$ cat src/rtl/fetch_queue_if.sv
// -----------------------------------------------------------------------------
// fetch_queue_if
// Handshake bundle between the PC/fetch stage, the fetch queue and decode.
//
// Signals
//   fetch_valid     upstream PC/instruction pair valid
//   fetch_pc        instruction address from the PC stage
//   fetch_instr     instruction word read at fetch_pc
//   fetch_ready     queue can accept a pair this cycle
//   deq_valid       head entry valid for decode
//   deq_ready       decode consumes the head this cycle
//   deq_pc          PC of head entry
//   deq_instr       instruction of head entry
//   deq_misaligned  head entry PC not word-aligned
//
// Modports
//   master  the environment side (fetch stage producer + decode consumer)
//   slave   the queue itself
// -----------------------------------------------------------------------------
interface fetch_queue_if;

   logic        fetch_valid;
   logic [31:0] fetch_pc;
   logic [31:0] fetch_instr;
   logic        fetch_ready;

   logic        deq_valid;
   logic        deq_ready;
   logic [31:0] deq_pc;
   logic [31:0] deq_instr;
   logic        deq_misaligned;

   modport master (
      output fetch_valid,
      output fetch_pc,
      output fetch_instr,
      input  fetch_ready,
      input  deq_valid,
      output deq_ready,
      input  deq_pc,
      input  deq_instr,
      input  deq_misaligned
   );

   modport slave (
      input  fetch_valid,
      input  fetch_pc,
      input  fetch_instr,
      output fetch_ready,
      output deq_valid,
      input  deq_ready,
      output deq_pc,
      output deq_instr,
      output deq_misaligned
   );

endinterface

$ cat src/rtl/fetch_queue.sv
// -----------------------------------------------------------------------------
// fetch_queue
// Small FIFO decoupling the PC/fetch stage from decode. Holds up to DEPTH
// PC/instruction pairs, strict FIFO order, one-cycle latency (no bypass).
// A flush (front-end redirect) empties the queue at the next edge.
//
// Parameters
//   DEPTH  number of entries, power of two in 2..16
//   CNT_W  width of count, must equal log2(DEPTH)+1
//
// Ports
//   clk    clock, all state updates on posedge
//   reset  synchronous, active-high reset (pointers and count only)
//   flush  discard all queued entries; enqueue/dequeue ignored this cycle
//   bus    fetch_queue_if.slave: fetch_* producer side, deq_* consumer side
//   count  number of valid entries, 0..DEPTH
//
// Build option
//   FETCH_MISALIGN_CHECK_EN  when defined, each entry also stores whether its
//                            PC was not word-aligned and the head's flag is
//                            driven on deq_misaligned; otherwise that output
//                            is tied low and no flag storage exists.
// -----------------------------------------------------------------------------
module fetch_queue #(
   parameter int unsigned DEPTH = 4,
   parameter int unsigned CNT_W = 3
) (
   input  logic             clk,
   input  logic             reset,
   input  logic             flush,
   fetch_queue_if.slave     bus,
   output logic [CNT_W-1:0] count
);

   localparam int unsigned PTR_W = $clog2(DEPTH);

   // Elaboration-time parameter sanity checks
   if ((DEPTH < 2) || (DEPTH > 16) || ((DEPTH & (DEPTH - 1)) != 0)) begin : g_bad_depth
      $error("fetch_queue: DEPTH must be a power of two between 2 and 16");
   end
   if (CNT_W != PTR_W + 1) begin : g_bad_cnt_w
      $error("fetch_queue: CNT_W must equal log2(DEPTH)+1");
   end

   // ---------------------------------------------------------------------------
   // State
   // ---------------------------------------------------------------------------
   logic [PTR_W-1:0] wr_ptr_q, wr_ptr_d;
   logic [PTR_W-1:0] rd_ptr_q, rd_ptr_d;
   logic [CNT_W-1:0] count_q, count_d;

   // Entry storage is deliberately not reset; validity is carried by count.
   logic [31:0] pc_mem    [DEPTH];
   logic [31:0] instr_mem [DEPTH];

   logic full;
   logic empty;
   logic enq;
   logic deq;

   // ---------------------------------------------------------------------------
   // Handshake decode
   // ---------------------------------------------------------------------------
   assign full  = (count_q == CNT_W'(DEPTH));
   assign empty = (count_q == '0);

   // Full refuses a pair even when the head leaves in the same cycle: ready
   // depends on state only, keeping it free of any path from deq_ready.
   assign enq = bus.fetch_valid && !full && !flush;
   assign deq = !empty && bus.deq_ready && !flush;

   // ---------------------------------------------------------------------------
   // Next-state logic
   // ---------------------------------------------------------------------------
   always_comb begin
      wr_ptr_d = wr_ptr_q;
      rd_ptr_d = rd_ptr_q;
      count_d  = count_q;

      if (flush) begin
         wr_ptr_d = '0;
         rd_ptr_d = '0;
         count_d  = '0;
      end else begin
         // DEPTH is a power of two, so natural overflow gives a gap-free wrap.
         if (enq) begin
            wr_ptr_d = wr_ptr_q + PTR_W'(1);
         end
         if (deq) begin
            rd_ptr_d = rd_ptr_q + PTR_W'(1);
         end
         if (enq && !deq) begin
            count_d = count_q + CNT_W'(1);
         end else if (deq && !enq) begin
            count_d = count_q - CNT_W'(1);
         end
      end
   end

   // ---------------------------------------------------------------------------
   // Control state registers (reset has priority over everything)
   // ---------------------------------------------------------------------------
   always_ff @(posedge clk) begin
      if (reset) begin
         wr_ptr_q <= '0;
         rd_ptr_q <= '0;
         count_q  <= '0;
      end else begin
         wr_ptr_q <= wr_ptr_d;
         rd_ptr_q <= rd_ptr_d;
         count_q  <= count_d;
      end
   end

   // ---------------------------------------------------------------------------
   // Entry storage
   // ---------------------------------------------------------------------------
   // A write during reset is harmless: the pointers return to zero and the
   // entry is invisible until rewritten.
   always_ff @(posedge clk) begin
      if (enq) begin
         pc_mem[wr_ptr_q]    <= bus.fetch_pc;
         instr_mem[wr_ptr_q] <= bus.fetch_instr;
      end
   end

   // ---------------------------------------------------------------------------
   // Outputs
   // ---------------------------------------------------------------------------
   assign bus.fetch_ready = !full;
   assign bus.deq_valid   = !empty;
   assign count           = count_q;

   // Head fields are forced to zero when nothing is queued so decode never
   // sees stale storage contents.
   always_comb begin
      bus.deq_pc    = '0;
      bus.deq_instr = '0;
      if (!empty) begin
         bus.deq_pc    = pc_mem[rd_ptr_q];
         bus.deq_instr = instr_mem[rd_ptr_q];
      end
   end

`ifdef FETCH_MISALIGN_CHECK_EN
   logic mis_mem [DEPTH];

   always_ff @(posedge clk) begin
      if (enq) begin
         mis_mem[wr_ptr_q] <= (bus.fetch_pc[1:0] != 2'b00);
      end
   end

   always_comb begin
      bus.deq_misaligned = 1'b0;
      if (!empty) begin
         bus.deq_misaligned = mis_mem[rd_ptr_q];
      end
   end
`else
   assign bus.deq_misaligned = 1'b0;
`endif

endmodule

$ cat src/flat_wrapper.sv
// flat-port wrapper written by rule: the top's interface ports become plain ports
module fetch_queue_flat 
#(
   parameter int unsigned DEPTH = 4,
   parameter int unsigned CNT_W = 3
)
  (clk, reset, flush, count, bus_fetch_valid, bus_fetch_pc, bus_fetch_instr, bus_fetch_ready, bus_deq_valid, bus_deq_ready, bus_deq_pc, bus_deq_instr, bus_deq_misaligned);
  fetch_queue_if bus_i ();
  input  logic clk;
  input  logic reset;
  input  logic flush;
  output logic [CNT_W-1:0] count;
  input wire logic [$bits(bus_i.fetch_valid)-1:0] bus_fetch_valid;
  input wire logic [$bits(bus_i.fetch_pc)-1:0] bus_fetch_pc;
  input wire logic [$bits(bus_i.fetch_instr)-1:0] bus_fetch_instr;
  output wire logic [$bits(bus_i.fetch_ready)-1:0] bus_fetch_ready;
  output wire logic [$bits(bus_i.deq_valid)-1:0] bus_deq_valid;
  input wire logic [$bits(bus_i.deq_ready)-1:0] bus_deq_ready;
  output wire logic [$bits(bus_i.deq_pc)-1:0] bus_deq_pc;
  output wire logic [$bits(bus_i.deq_instr)-1:0] bus_deq_instr;
  output wire logic [$bits(bus_i.deq_misaligned)-1:0] bus_deq_misaligned;
  assign bus_i.fetch_valid = bus_fetch_valid;
  assign bus_i.fetch_pc = bus_fetch_pc;
  assign bus_i.fetch_instr = bus_fetch_instr;
  assign bus_fetch_ready = bus_i.fetch_ready;
  assign bus_deq_valid = bus_i.deq_valid;
  assign bus_i.deq_ready = bus_deq_ready;
  assign bus_deq_pc = bus_i.deq_pc;
  assign bus_deq_instr = bus_i.deq_instr;
  assign bus_deq_misaligned = bus_i.deq_misaligned;
  fetch_queue #(.DEPTH(DEPTH), .CNT_W(CNT_W)) u_core (.clk(clk), .reset(reset), .flush(flush), .bus(bus_i), .count(count));
endmodule
$ cat config.mk
export PLATFORM = sky130hd
export DESIGN_NAME = fetch_queue_flat
export DESIGN_NICKNAME = d
export VERILOG_FILES = /design/src/rtl/fetch_queue_if.sv /design/src/rtl/fetch_queue.sv /design/src/flat_wrapper.sv
export SDC_FILE = /design/constraint.sdc
export NUM_CORES = 1
export LEC_CHECK = 0
export CAP_MARGIN = 40
export CORE_MARGIN = 1
export CORE_UTILIZATION = 30
export DETAILED_ROUTE_END_ITERATION = 7
export GPL_TIMING_DRIVEN = 0
export PLACE_DENSITY = 0.45
export SLEW_MARGIN = 25
export SYNTH_ARGS = -nofsm -noshare
export SYNTH_HDL_FRONTEND = slang
export SYNTH_SLANG_ARGS = --single-unit
$ cat constraint.sdc
create_clock -name clk -period 6 [get_ports clk]
set_clock_uncertainty 0.15 [all_clocks]
set_input_delay 1.2 -clock clk [delete_from_list [all_inputs] [get_ports clk]]
set_output_delay 1.2 -clock clk [all_outputs]
set_load 0.02 [all_outputs]
==> flow_summary.ini <==
[power_and_ir_drop]
p_sw_uw = 872.4
p_leak_uw = 0.004224
clockPowerShare_pct = 44.4
cellPowerDensity_nw_per_um2 = 321.5
totalPowerFinal_uw = 4290
internal_power_uw = 3418
p_seq_share_pct = 48.2
pwr-share-comb_pct = 7.4
swShare_pct = 20.33
irDropWorstVdd_mv = 0.2117

[clock_tree]
insertion_delay_ns = 0.54
cts_buffers = 30
clock_sinks = 265
clk_path_buf_depth = 3
hold_buffers = 0
root_buffer = clkbuf_16
cts_tree = built
path_clk_slew_ns = 0.06
postCtsResizedCells = 0
postCtsSetupRepairBufs = 0
h-tree-depth = 1

[routing]
wl_per_cell_um = 19.16
drt_iter0_drc = 224
drt_pre_antenna_iters = 4
ant_nets = 0
route.detailed.drc = 0
avgViaCountPerCell = 4.476
vias = 4928
routed_wl_um = 21100

[global_routing]
grt_first_pass_wirelength_um = 32950
grt.total_usage_pct = 12.36
overflow = 0
grt_max_degree = 35
grt_antenna_before_repair = 0
grt_pass1_vias = 5586

[outcome]
status = finished, final reports clean

[synth]
synthCells = 458
synth_area_per_cell_sq_um = 22.36
synth-seq-area-share_pct = 76.82
synth-seq-cells = 265
synth.distinct_cells = 32
synth_area_sq_um = 10240
yosysWarnings = 0
syn-num-nets = 533

[floorplan]
core-area_sq_um = 33530
die_w_um = 186.8
fp-row-count = 67
die_h_um = 186.8
dieArea_sq_um = 34880
initial_core_util_pct = 30.54
ioPinCount = 139

[critical_path]
reg2reg_from = u_core.count[0]
cp_data_required_time_ns = 4.65
path_common_cell = clkbuf_1
cp_max_fo = 10
crit_chain = or3_1, clkbuf_1, clkbuf_1, and2_1, clkdlybuf4s50_1
crit_path_start_kind = flip-flop
crit_slowest_cell = clkdlybuf4s50_1
r2r_cells = 9
worst_ep_arrival_time_ns = 3.04
reg2reg_slack_ns = 3.62
critPathMaxStageDelay_ns = 0.61
cp-end-kind = output port
critPathKind = flip-flop to output port
r2r-end = u_core.count[2]

[timing]
fin_tns_setup_ns = 0
period_minus_slack_ns = 4.387
worst_pin_slew_ns = 0.7093
slew_violations = 0
fmax_ghz = 0.2279
hold_viol_final = 0
rsz0062_at_grt = false
period_share_pct = 73.12
setup_viol = 0
slew_headroom_pct = 52.71

[placement]
dpl_cell_area_sq_um = 12300
place_hpwl_um = 12520
io_buffers = 137
place_congestion = 0.6812

[cells_and_area]
fillers = 3064
fin_nets = 706
syn_to_final_growth_pct = 30.31
n_antenna_cell = 0
layout-drive-gt1-share_pct = 20.52
stdcell_area_sq_um = 13350

[run]
drv_cap = 0

[hold_path]
hp-class = flip-flop to flip-flop
hp-start = u_core.rd_ptr_q[0]
worstHoldEndpoint = u_core.rd_ptr_q[0]
whs_path_depth = 2
critical path: cells and delay by family, from the launching register on:
family,cells,cell delay (ns)
buf+inv,3,1.60
flops,1,0.46
simple gates,2,0.42
metal layers:
metal	global-route usage [%]	vias up	share of wire [%]	routed length, um
met3	2.614	30	4.5	956
met5	0	-	0	0
met1	15.80	2574	44	9294
li1	-	2218	-	-
met2	21.31	106	50	10460
met4	3.184	0	1.8	386
sequential cells by signal, summed over array words and instances, names as in the netlist, named ones only:
register	flops
u_core.rd_ptr_q	2
u_core.instr_mem	128
u_core.count	3
u_core.wr_ptr_q	2
u_core.pc_mem	128
worst max-delay path by stage:
stage	from	end	slack (ns)	depth (start not counted)
after floorplan	bus_fetch_valid	u_core.instr_mem[0][0]	2.31	2
after global placement	flush	u_core.instr_mem[0][4]	0.22	3
after detailed placement	u_core.count[0]	bus_deq_instr[9]	2.01	5
after CTS	u_core.count[0]	bus_deq_instr[9]	1.41	5
after global routing	u_core.count[0]	bus_deq_instr[9]	1.33	5
final	u_core.count[0]	bus_deq_instr[9]	1.61	5
final cells by class:
| class | instances | area, sq um | area share (%) |
|---|---|---|---|
| Timing Repair Buffer | 141 | 1481 | 11.10 |
| Sequential cell | 265 | 7868 | 58.95 |
| Clock inverter | 19 | 251.5 | 1.884 |
| Buffer | 24 | 215.2 | 1.613 |
| Inverter | 3 | 11.26 | 0.08438 |
| Multi-Input combinational cell | 166 | 2167 | 16.24 |
| Clock buffer | 35 | 790.8 | 5.925 |
| Tap cell | 448 | 560.5 | 4.200 |
logic make-up (layout without fill, tap and decap cells):
| logic type | after synthesis | after routing | synth area share, % |
|---|---|---|---|
| AO/OA/AOI/OAI | 7 | 7 | 0.5009 |
| XOR/XNOR | 4 | 4 | 0.3421 |
| adder cells (fa/ha/maj) | 6 | 6 | 0.8064 |
| buffers and inverters | 27 | 222 | 2.211 |
| flip-flops | 265 | 265 | 76.82 |
| multiplexers | 65 | 65 | 14.32 |
| other | 1 | 1 | 0.03662 |
| AND/OR/NAND/NOR | 83 | 83 | 4.960 |
power groups by stage:
stage               registers (uW)  logic, uW  clock network [uW]
detailed placement            2110        329                   0
floorplan                     2110        151                   0
global placement              2110        319                   0
CTS                           2070        330                1960
finish                        2070        320                1900
global route                  2070        347                2030
cell usage after synthesis (all sizes together):
cell type | number | area [sq um]
a21o | 1 | 7.510
a21oi | 2 | 10.01
and2 | 65 | 409.1
and3 | 4 | 25.02
buf | 15 | 180.2
clkbuf | 9 | 35.03
conb | 1 | 3.750
dfxtp | 9 | 180.2
edfxtp | 256 | 7687
fa | 1 | 20.02
ha | 5 | 62.56
inv | 3 | 11.26
mux2i | 1 | 10.01
mux4 | 64 | 1456
nand3 | 1 | 5.000
nand4 | 1 | 6.260
nor2 | 6 | 22.52
nor2b | 1 | 6.260
o21ai | 1 | 5.000
o311ai | 1 | 8.760
o31ai | 2 | 20.02
or2 | 2 | 12.51
or3 | 2 | 12.51
or3b | 1 | 8.760
xor2 | 4 | 35.03
stage by stage:
stage	utilization, %	setup WS (ns)	hold slack (ns)	instances
after detailed placement	36.69	2.012	0.3685	1047
after global routing	39.80	1.327	0.4195	1101
final	39.80	1.613	0.3960	1101
after floorplan	-	2.308	0.3347	458
after CTS	39.80	1.407	0.3930	1101
after global placement	36.30	0.2186	0.3674	1043
layout by cell type, fill, tap and decap left out, types with 2 or more instances in the layout:
| master | count |
|---|---|
| a21oi_1 | 2 |
| and2_1 | 64 |
| and3_4 | 4 |
| buf_12 | 6 |
| buf_16 | 4 |
| buf_2 | 6 |
| buf_6 | 2 |
| bufinv_16 | 6 |
| clkbuf_1 | 12 |
| clkbuf_16 | 31 |
| clkdlybuf4s50_1 | 137 |
| clkinv_1 | 4 |
| clkinv_2 | 5 |
| clkinvlp_4 | 3 |
| dfxtp_1 | 9 |
| edfxtp_1 | 256 |
| ha_1 | 5 |
| inv_1 | 3 |
| mux4_1 | 4 |
| mux4_2 | 60 |
| nor2_1 | 6 |
| or2_2 | 2 |
| or3_1 | 2 |
| xor2_1 | 4 |
(Power assumes the default switching activity.)
